`config.mk`:
```
export PLATFORM = sky130hd
export DESIGN_NAME = cpu_io_responder
export DESIGN_NICKNAME = d
export VERILOG_FILES = /design/src/rtl/cpu_io_pkg.sv /design/src/rtl/io_fifo.sv /design/src/rtl/cpu_io_responder.sv
export SDC_FILE = /design/constraint.sdc
export NUM_CORES = 1
export LEC_CHECK = 0
export CAP_MARGIN = 10
export CORE_ASPECT_RATIO = 2
export CORE_UTILIZATION = 60
export DETAILED_ROUTE_END_ITERATION = 12
export GPL_TIMING_DRIVEN = 0
export HOLD_SLACK_MARGIN = 0.05
export PLACE_DENSITY = 0.79
export SLEW_MARGIN = 10
export SYNTH_ARGS = -nofsm -noshare
export SYNTH_HDL_FRONTEND = slang
export SYNTH_SLANG_ARGS = --single-unit
```
`constraint.sdc`:
```
create_clock -name mclk -period 5.31 [get_ports mclk]
set_clock_uncertainty 0.05 [all_clocks]
set_input_delay 0.531 -clock mclk [delete_from_list [all_inputs] [get_ports mclk]]
set_output_delay 0.531 -clock mclk [all_outputs]
set_load 0.03 [all_outputs]
```
`src/rtl/cpu_io_pkg.sv`:
```
// Shared definitions for the DCP-6 I/O-bus responder: register offsets,
// STAT bit layout and a constant log2 helper.
package cpu_io_pkg;

   // Register offsets within a channel's two-word window
   localparam int unsigned OFS_DATA = 0;
   localparam int unsigned OFS_STAT = 1;

   // STAT read-back bit positions
   localparam int unsigned STAT_RXNE  = 0;
   localparam int unsigned STAT_RXUF  = 1;
   localparam int unsigned STAT_TXOF  = 2;
   localparam int unsigned STAT_IE    = 3;
   localparam int unsigned STAT_TXCNT = 8;
   localparam int unsigned STAT_RXCNT = 12;

   // STAT write control bits (IE shares bit 3 with its read-back position)
   localparam int unsigned CTL_FLUSH_RX = 0;
   localparam int unsigned CTL_FLUSH_TX = 1;

   // STAT word as seen by the CPU, before zero-extension/truncation to DW
   typedef struct packed {
      logic [3:0] rx_cnt;
      logic [3:0] tx_cnt;
      logic [3:0] rsvd;
      logic       ie;
      logic       txof;
      logic       rxuf;
      logic       rx_nempty;
   } stat_t;

   // Ceiling log2 for constant sizing
   function automatic int unsigned clog2(input int unsigned n);
      int unsigned r;
      r = 0;
      while ((32'd1 << r) < n) r = r + 1;
      return r;
   endfunction

endpackage

```
`src/rtl/io_fifo.sv`:
```
// Single-clock FIFO with flush; pointers carry one extra wrap bit so that
// full and empty are distinguished without a separate counter.
module io_fifo
   import cpu_io_pkg::*;
#(
   parameter int unsigned DW    = 16,
   parameter int unsigned DEPTH = 8
) (
   input  logic                   clk_i,
   input  logic                   rst_ni,
   input  logic                   push_i,
   input  logic                   pop_i,
   input  logic                   flush_i,
   input  logic [DW-1:0]          data_i,
   output logic                   full_o,
   output logic                   empty_o,
   output logic [clog2(DEPTH):0]  count_o,
   output logic [DW-1:0]          head_o
);

   localparam int unsigned IW = clog2(DEPTH);
   localparam int unsigned PW = IW + 1;

   logic [PW-1:0] wr_q, wr_d, rd_q, rd_d;
   logic [DW-1:0] mem_q [DEPTH];
   logic          push_ok, pop_ok;

   assign empty_o = (wr_q == rd_q);
   assign full_o  = (wr_q[IW] != rd_q[IW]) && (wr_q[IW-1:0] == rd_q[IW-1:0]);

   // A pop frees the slot being written, so a full FIFO still accepts a push
   // in the same cycle; flush overrides both.
   assign pop_ok  = pop_i & ~empty_o & ~flush_i;
   assign push_ok = push_i & (~full_o | pop_ok) & ~flush_i;

   // Pointer next-state
   always_comb begin
      wr_d = wr_q;
      rd_d = rd_q;
      if (flush_i) begin
         rd_d = wr_q;
      end else begin
         if (push_ok) wr_d = wr_q + PW'(1);
         if (pop_ok)  rd_d = rd_q + PW'(1);
      end
   end

   // Pointer registers
   always_ff @(posedge clk_i or negedge rst_ni) begin
      if (!rst_ni) begin
         wr_q <= '0;
         rd_q <= '0;
      end else begin
         wr_q <= wr_d;
         rd_q <= rd_d;
      end
   end

   // Storage; contents are don't-care while the pointers say empty
   always_ff @(posedge clk_i) begin
      if (push_ok) mem_q[wr_q[IW-1:0]] <= data_i;
   end

   assign head_o  = empty_o ? '0 : mem_q[rd_q[IW-1:0]];
   assign count_o = wr_q - rd_q;

endmodule

```
`src/rtl/cpu_io_responder.sv`:
```
// DCP-6 CPU I/O-bus responder: NCH channels, each with an RX FIFO (host to CPU)
// and a TX FIFO (CPU to host), plus sticky RXUF/TXOF flags.
// Build option: define IOR_IRQ_EN to enable the per-channel IE bit and irq output.
module cpu_io_responder
   import cpu_io_pkg::*;
#(
   parameter int unsigned   NCH   = 4,
   parameter int unsigned   DW    = 16,
   parameter int unsigned   AW    = 8,
   parameter logic [AW-1:0] BASE  = 'h40,
   parameter int unsigned   DEPTH = 8
) (
   input  logic              mclk,
   input  logic              mrst_n,
   input  logic [AW-1:0]     ioaddr,
   input  logic [DW-1:0]     dout,
   input  logic              iord,
   input  logic              iowr,
   output logic [DW-1:0]     din,
   output logic              sel,
   input  logic [NCH*DW-1:0] rx_data,
   input  logic [NCH-1:0]    rx_vld,
   output logic [NCH-1:0]    rx_rdy,
   output logic [NCH*DW-1:0] tx_data,
   output logic [NCH-1:0]    tx_vld,
   input  logic [NCH-1:0]    tx_rdy,
   output logic [NCH-1:0]    irq
);

   localparam int unsigned CW = (NCH > 1) ? clog2(NCH) : 1;
   localparam int unsigned PW = clog2(DEPTH) + 1;
   localparam int unsigned XW = AW + 1;

   logic [AW-1:0]  ofs_c;
   logic [CW-1:0]  ch_c;
   logic           is_stat_c, rd_act_c;

   logic [NCH-1:0] hit, rx_push, rx_pop, rx_flush, tx_push, tx_pop, tx_flush;
   logic [NCH-1:0] stat_rd, stat_wr, rxuf_set, txof_set;
   logic [NCH-1:0] rx_full, rx_empty, tx_full, tx_empty;
   logic [PW-1:0]  rx_cnt [NCH];
   logic [PW-1:0]  tx_cnt [NCH];
   logic [DW-1:0]  rx_head [NCH];
   logic [DW-1:0]  tx_head [NCH];
   stat_t          stat [NCH];

   logic [NCH-1:0] rxuf_q, rxuf_d, txof_q, txof_d, ie_q, ie_d, irq_q, irq_d;

   // Counts above 15 read back as 15
   function automatic logic [3:0] sat15(input logic [PW-1:0] n);
      return (32'(n) > 32'd15) ? 4'hF : 4'(n);
   endfunction

   // Address decode; a simultaneous write suppresses read side effects
   always_comb begin
      ofs_c     = ioaddr - BASE;
      ch_c      = CW'(ofs_c >> 1);
      is_stat_c = (ofs_c[0] == 1'(OFS_STAT));
      sel       = (ioaddr >= BASE) && ({1'b0, ioaddr} < ({1'b0, BASE} + XW'(2 * NCH)));
      rd_act_c  = iord & ~iowr;
   end

   for (genvar g = 0; g < NCH; g++) begin : g_ch
      assign hit[g]      = sel && (ch_c == CW'(g));
      assign stat_rd[g]  = hit[g] & is_stat_c & rd_act_c;
      assign stat_wr[g]  = hit[g] & is_stat_c & iowr;
      assign rx_flush[g] = stat_wr[g] & dout[CTL_FLUSH_RX];
      assign tx_flush[g] = stat_wr[g] & dout[CTL_FLUSH_TX];

      // CPU side of RX: pop on a DATA read, underflow when nothing is queued
      assign rx_pop[g]   = hit[g] & ~is_stat_c & rd_act_c & ~rx_empty[g];
      assign rxuf_set[g] = hit[g] & ~is_stat_c & rd_act_c & rx_empty[g];

      // Host side of RX: a same-cycle CPU pop makes room even when full
      assign rx_rdy[g]   = (~rx_full[g] | rx_pop[g]) & ~rx_flush[g];
      assign rx_push[g]  = rx_vld[g] & rx_rdy[g];

      // TX: CPU DATA write pushes, host pops; a full write without a pop is lost
      assign tx_vld[g]   = ~tx_empty[g];
      assign tx_pop[g]   = tx_vld[g] & tx_rdy[g];
      assign tx_push[g]  = hit[g] & ~is_stat_c & iowr;
      assign txof_set[g] = tx_push[g] & tx_full[g] & ~tx_pop[g];

      assign stat[g] = {sat15(rx_cnt[g]), sat15(tx_cnt[g]), 4'b0000,
                        ie_q[g], txof_q[g], rxuf_q[g], ~rx_empty[g]};

      io_fifo #(.DW(DW), .DEPTH(DEPTH)) u_rx (
         .clk_i   (mclk),
         .rst_ni  (mrst_n),
         .push_i  (rx_push[g]),
         .pop_i   (rx_pop[g]),
         .flush_i (rx_flush[g]),
         .data_i  (rx_data[g*DW +: DW]),
         .full_o  (rx_full[g]),
         .empty_o (rx_empty[g]),
         .count_o (rx_cnt[g]),
         .head_o  (rx_head[g])
      );

      io_fifo #(.DW(DW), .DEPTH(DEPTH)) u_tx (
         .clk_i   (mclk),
         .rst_ni  (mrst_n),
         .push_i  (tx_push[g]),
         .pop_i   (tx_pop[g]),
         .flush_i (tx_flush[g]),
         .data_i  (dout),
         .full_o  (tx_full[g]),
         .empty_o (tx_empty[g]),
         .count_o (tx_cnt[g]),
         .head_o  (tx_head[g])
      );

      assign tx_data[g*DW +: DW] = tx_head[g];
   end

   // CPU read data: RX head or STAT of the addressed channel, else 0
   always_comb begin
      din = '0;
      for (int c = 0; c < NCH; c++) begin
         if (hit[c]) din = is_stat_c ? DW'(stat[c]) : rx_head[c];
      end
   end

   // Sticky flags (a set beats a clear), IE and registered interrupt
   always_comb begin
      rxuf_d = (rxuf_q & ~stat_rd) | rxuf_set;
      txof_d = (txof_q & ~stat_rd) | txof_set;
`ifdef IOR_IRQ_EN
      ie_d = ie_q;
      for (int c = 0; c < NCH; c++) begin
         if (stat_wr[c]) ie_d[c] = dout[STAT_IE];
      end
      irq_d = ie_q & (~rx_empty | rxuf_q | txof_q);
`else
      ie_d  = '0;
      irq_d = '0;
`endif
   end

   // Flag registers
   always_ff @(posedge mclk or negedge mrst_n) begin
      if (!mrst_n) begin
         rxuf_q <= '0;
         txof_q <= '0;
         ie_q   <= '0;
         irq_q  <= '0;
      end else begin
         rxuf_q <= rxuf_d;
         txof_q <= txof_d;
         ie_q   <= ie_d;
         irq_q  <= irq_d;
      end
   end

   assign irq = irq_q;

endmodule

```
==> results.yml <==
placement:
  dpl-instance-area_um2: 48300
  placement.io_buffers: 184
  dpl.cell_count: 3555
  dpl.hpwl_um: 74200
  gp_congestion: 0.973
worst_setup_path:
  crit_arrival_ps: 4590
  worstSetupPathType: "reg2out"
  cp_startpoint_kind: "register"
  worstSetupEndpointType: "output pin"
  timing.critical_path.from: "g_ch[0].u_rx.rd_q[2]"
  timing.critical_path.required_ps: 4730
  crit-reg2reg-launch: "g_ch[3].u_tx.rd_q[2]"
  worstPathMaxFanout: 10
clocking:
  h-tree-depth: 3
  clock_transition_at_the_register_clock_pins_on_the_worst_setup_and_hold_paths_after_cts_ps: 70
  cts_sinks: 1096
  clk_latency_ps: 670
  root_buffer_master: "sky130_fd_sc_hd__clkbuf_16"
  cts_post_setup_buffers_inserted: 0
  cts-buffers-inserted: 87
  cts_tree: "yes"
  cts-root-to-sink-buffers: 3
floorplan:
  fp.dieArea_um2: 74900
  die_y_um: 386
  io_pins: 193
  floorplan.die.width_um: 194
  fp.coreArea_um2: 72900
  num_rows: 140
  floorplan.initialDensity: 0.607
final_layout:
  multi_input_comb_area_um2: 11300
  sequential_cell_area_um2: 32600
  layout-area-overhead-vs-synth_pct: 16.0
  nNetsFinal: 2865
  post-route-util: 0.704
  final_cells: 3716
  num-fill-cells: 4386
  final_area_um2: 51300
  final_layout_size_suffix_gt1_frac: 0.223
sta:
  hold_viol: 0
  timing.final.setup_violations: 0
  timing.fmax_mhz: 194
  final_min_period_over_clock_period: 0.973
  period_needed_ps: 5170
  final_max_slew_viol_count: 0
  setup_total_negative_slack_ps: 0
  worst_pin_slew_ps: 1160
  relSlewSlack: 0.225
  rsz0062_at_grt: "false"
detailed_routing:
  drc_errors: 0
  drc_violation_total_after_the_first_tritonroute_iteration: 1783
  dr_total_vias: 23595
  postRouteAntennaNets: 0
  avgRoutedWirePerCell_um: 28.2
  drt_first_pass_iters: 5
  vias_per_cell: 6.35
  routed_wire_length_um: 105000
synth:
  synth_area_leader_cell: "sky130_fd_sc_hd__edfxtp_1"
  synth_seq_cells: 1096
  seq_area_frac_synth: 0.736
  netlist_instances: 2367
  asyncSetResetFlopFracSynth: 0.0657
  syn_area_um2: 44200
  synth_top_area_frac: 0.695
  ys_warn_count: 0
  synth.top_cells.by_area: "sky130_fd_sc_hd__edfxtp_1, sky130_fd_sc_hd__mux4_2, sky130_fd_sc_hd__dfrtp_1"
  count_of_flip_flops_with_a_built_in_enable_after_synthesis: 1024
  ys_dominant_reg_cell: "sky130_fd_sc_hd__edfxtp_1"
  number_of_different_library_cells_in_the_post_synthesis_netlist: 61
  synth_area_per_cell_um2: 18.7
  yosysMostFrequentCell: "sky130_fd_sc_hd__edfxtp_1"
  synth_commonest_cells: "sky130_fd_sc_hd__edfxtp_1, sky130_fd_sc_hd__mux4_2, sky130_fd_sc_hd__nand2_1"
status:
  run_status: "complete, no violations"
power_and_ir_drop:
  finalPower_uw: 24200
  static-leakage-power_uw: 0.0168
  power.density_cell_area_nw_per_um2: 472
  irDropWorstVdd_uv: 354
run:
  maxCapViolCount: 0
global_route:
  overall_fraction_of_global_route_tracks_in_use: 0.289
  wire_length_of_the_first_global_routing_pass_um: 156000
  largest_net_degree_at_the_start_of_global_routing: 53
  grt_pass1_vias: 25171
  gr-total-overflow: 0
  antenna_found_initial: 8
hold_path:
  hold_path.class: "in2async"
## through the flow
| step | setup slack (ps) | hold WS [ps] |
|---|---|---|
| after floorplan | 618 | 185 |
| after global placement | -1370 | 443 |
| after detailed placement | -162 | 410 |
| after CTS | 14.6 | 242 |
| after global routing | 1.98 | 296 |
| final | 142 | 288 |
## repair_timing
action	in CTS	in global routing
resized for setup	20	20
hold buffers	1	0
hold endpoints to repair	47	0
pin swaps	0	0
setup endpoints to repair	22	33
## area by class of cell
type / instances / area share
buffer: 122 / 0.0104
sequential: 1096 / 0.634
multi-input combinational: 1104 / 0.221
clock buffer: 110 / 0.0463
inverter: 43 / 0.00324
timing repair buffer: 263 / 0.0521
antenna: 6 / 0.000293
tap: 923 / 0.0225
clock inverter: 49 / 0.0103
## final timing paths
check | to | slack, ps | cells after the start
setup / recovery | din[15] | 140 | 11
hold / removal | g_ch[0].u_tx.rd_q[2] | 290 | 2
setup reg to reg | g_ch[3].u_tx.mem_q[7][4] | 1130 | 9
hold reg to reg | g_ch[0].u_rx.wr_q[3] | 460 | 1
max in group asynchronous | g_ch[2].u_rx.rd_q[2] | 4320 | 3
min in group mclk | g_ch[0].u_tx.mem_q[0][6] | 400 | 1
## power breakdown
group          leakage [uW]  internal [uW]  switching, uW  total (uW)
registers            0.0101          10200            295       10500
clock network       0.00142           3680           2940        6620
logic               0.00532           2880           4220        7100
## critical path, stage by stage (launching register included)
cell and delay [ps]:
sky130_fd_sc_hd__dfrtp_2 500, sky130_fd_sc_hd__inv_2 220, sky130_fd_sc_hd__buf_4 280, sky130_fd_sc_hd__ha_1 310, sky130_fd_sc_hd__and4_1 210, sky130_fd_sc_hd__clkbuf_1 150, sky130_fd_sc_hd__or3_1 490, sky130_fd_sc_hd__clkbuf_2 370
sky130_fd_sc_hd__o22ai_1 270, sky130_fd_sc_hd__a21oi_1 80, sky130_fd_sc_hd__a21oi_1 280, sky130_fd_sc_hd__clkdlybuf4s50_1 740
## registers in the layout (all words and copies together) (netlist names)
register,flops
g_ch.u_tx.wr_q,16
g_ch.u_tx.rd_q,16
g_ch.u_tx.mem_q,512
txof_q,4
g_ch.u_rx.wr_q,16
g_ch.u_rx.mem_q,512
rxuf_q,4
g_ch.u_rx.rd_q,16
## routing by layer
layer / track usage / part of all wire
met1: 0.308 / 0.32
met2: 0.529 / 0.54
met4: 0.167 / 0.060
met5: 0 / 0.00010
met3: 0.0620 / 0.075
## layout by cell type (no fill, tap or decap), types with 7 or more instances in the layout
master	n
sky130_fd_sc_hd__o21ai_0	41
sky130_fd_sc_hd__mux2i_1	51
sky130_fd_sc_hd__nor2_2	34
sky130_fd_sc_hd__a31oi_1	7
sky130_fd_sc_hd__nor2_1	33
sky130_fd_sc_hd__clkbuf_1	80
sky130_fd_sc_hd__edfxtp_1	1024
sky130_fd_sc_hd__or3_1	12
sky130_fd_sc_hd__ha_1	40
sky130_fd_sc_hd__clkbuf_16	90
sky130_fd_sc_hd__buf_8	27
sky130_fd_sc_hd__clkdlybuf4s50_1	166
sky130_fd_sc_hd__mux4_2	262
sky130_fd_sc_hd__inv_1	35
sky130_fd_sc_hd__clkinv_1	13
sky130_fd_sc_hd__buf_1	32
sky130_fd_sc_hd__nand2b_1	12
sky130_fd_sc_hd__buf_2	24
sky130_fd_sc_hd__xor2_1	18
sky130_fd_sc_hd__mux2_2	8
sky130_fd_sc_hd__nand2_1	246
sky130_fd_sc_hd__nor3_1	14
sky130_fd_sc_hd__clkinv_2	18
sky130_fd_sc_hd__o22ai_2	8
sky130_fd_sc_hd__fa_1	8
sky130_fd_sc_hd__nand3_1	29
sky130_fd_sc_hd__a21oi_1	98
sky130_fd_sc_hd__dfrtp_1	69
sky130_fd_sc_hd__xnor2_1	50
sky130_fd_sc_hd__bufinv_16	10
sky130_fd_sc_hd__nor3_2	25
sky130_fd_sc_hd__o22ai_1	18
sky130_fd_sc_hd__buf_4	41
sky130_fd_sc_hd__buf_6	17
## logic make-up (layout without fill, tap and decap cells)
kind of cell             Yosys count  in the layout  share of synthesized area
other                              1             10                  0.0000848
adder cells (fa/ha/maj)           48             48                     0.0149
flip-flops                      1096           1096                      0.736
buffers and inverters            170            587                     0.0154
AO/OA/AOI/OAI                    215            215                     0.0282
AND/OR/NAND/NOR                  448            448                     0.0451
multiplexers                     321            321                      0.147
XOR/XNOR                          68             68                     0.0135
(Power assumes the default switching activity.)
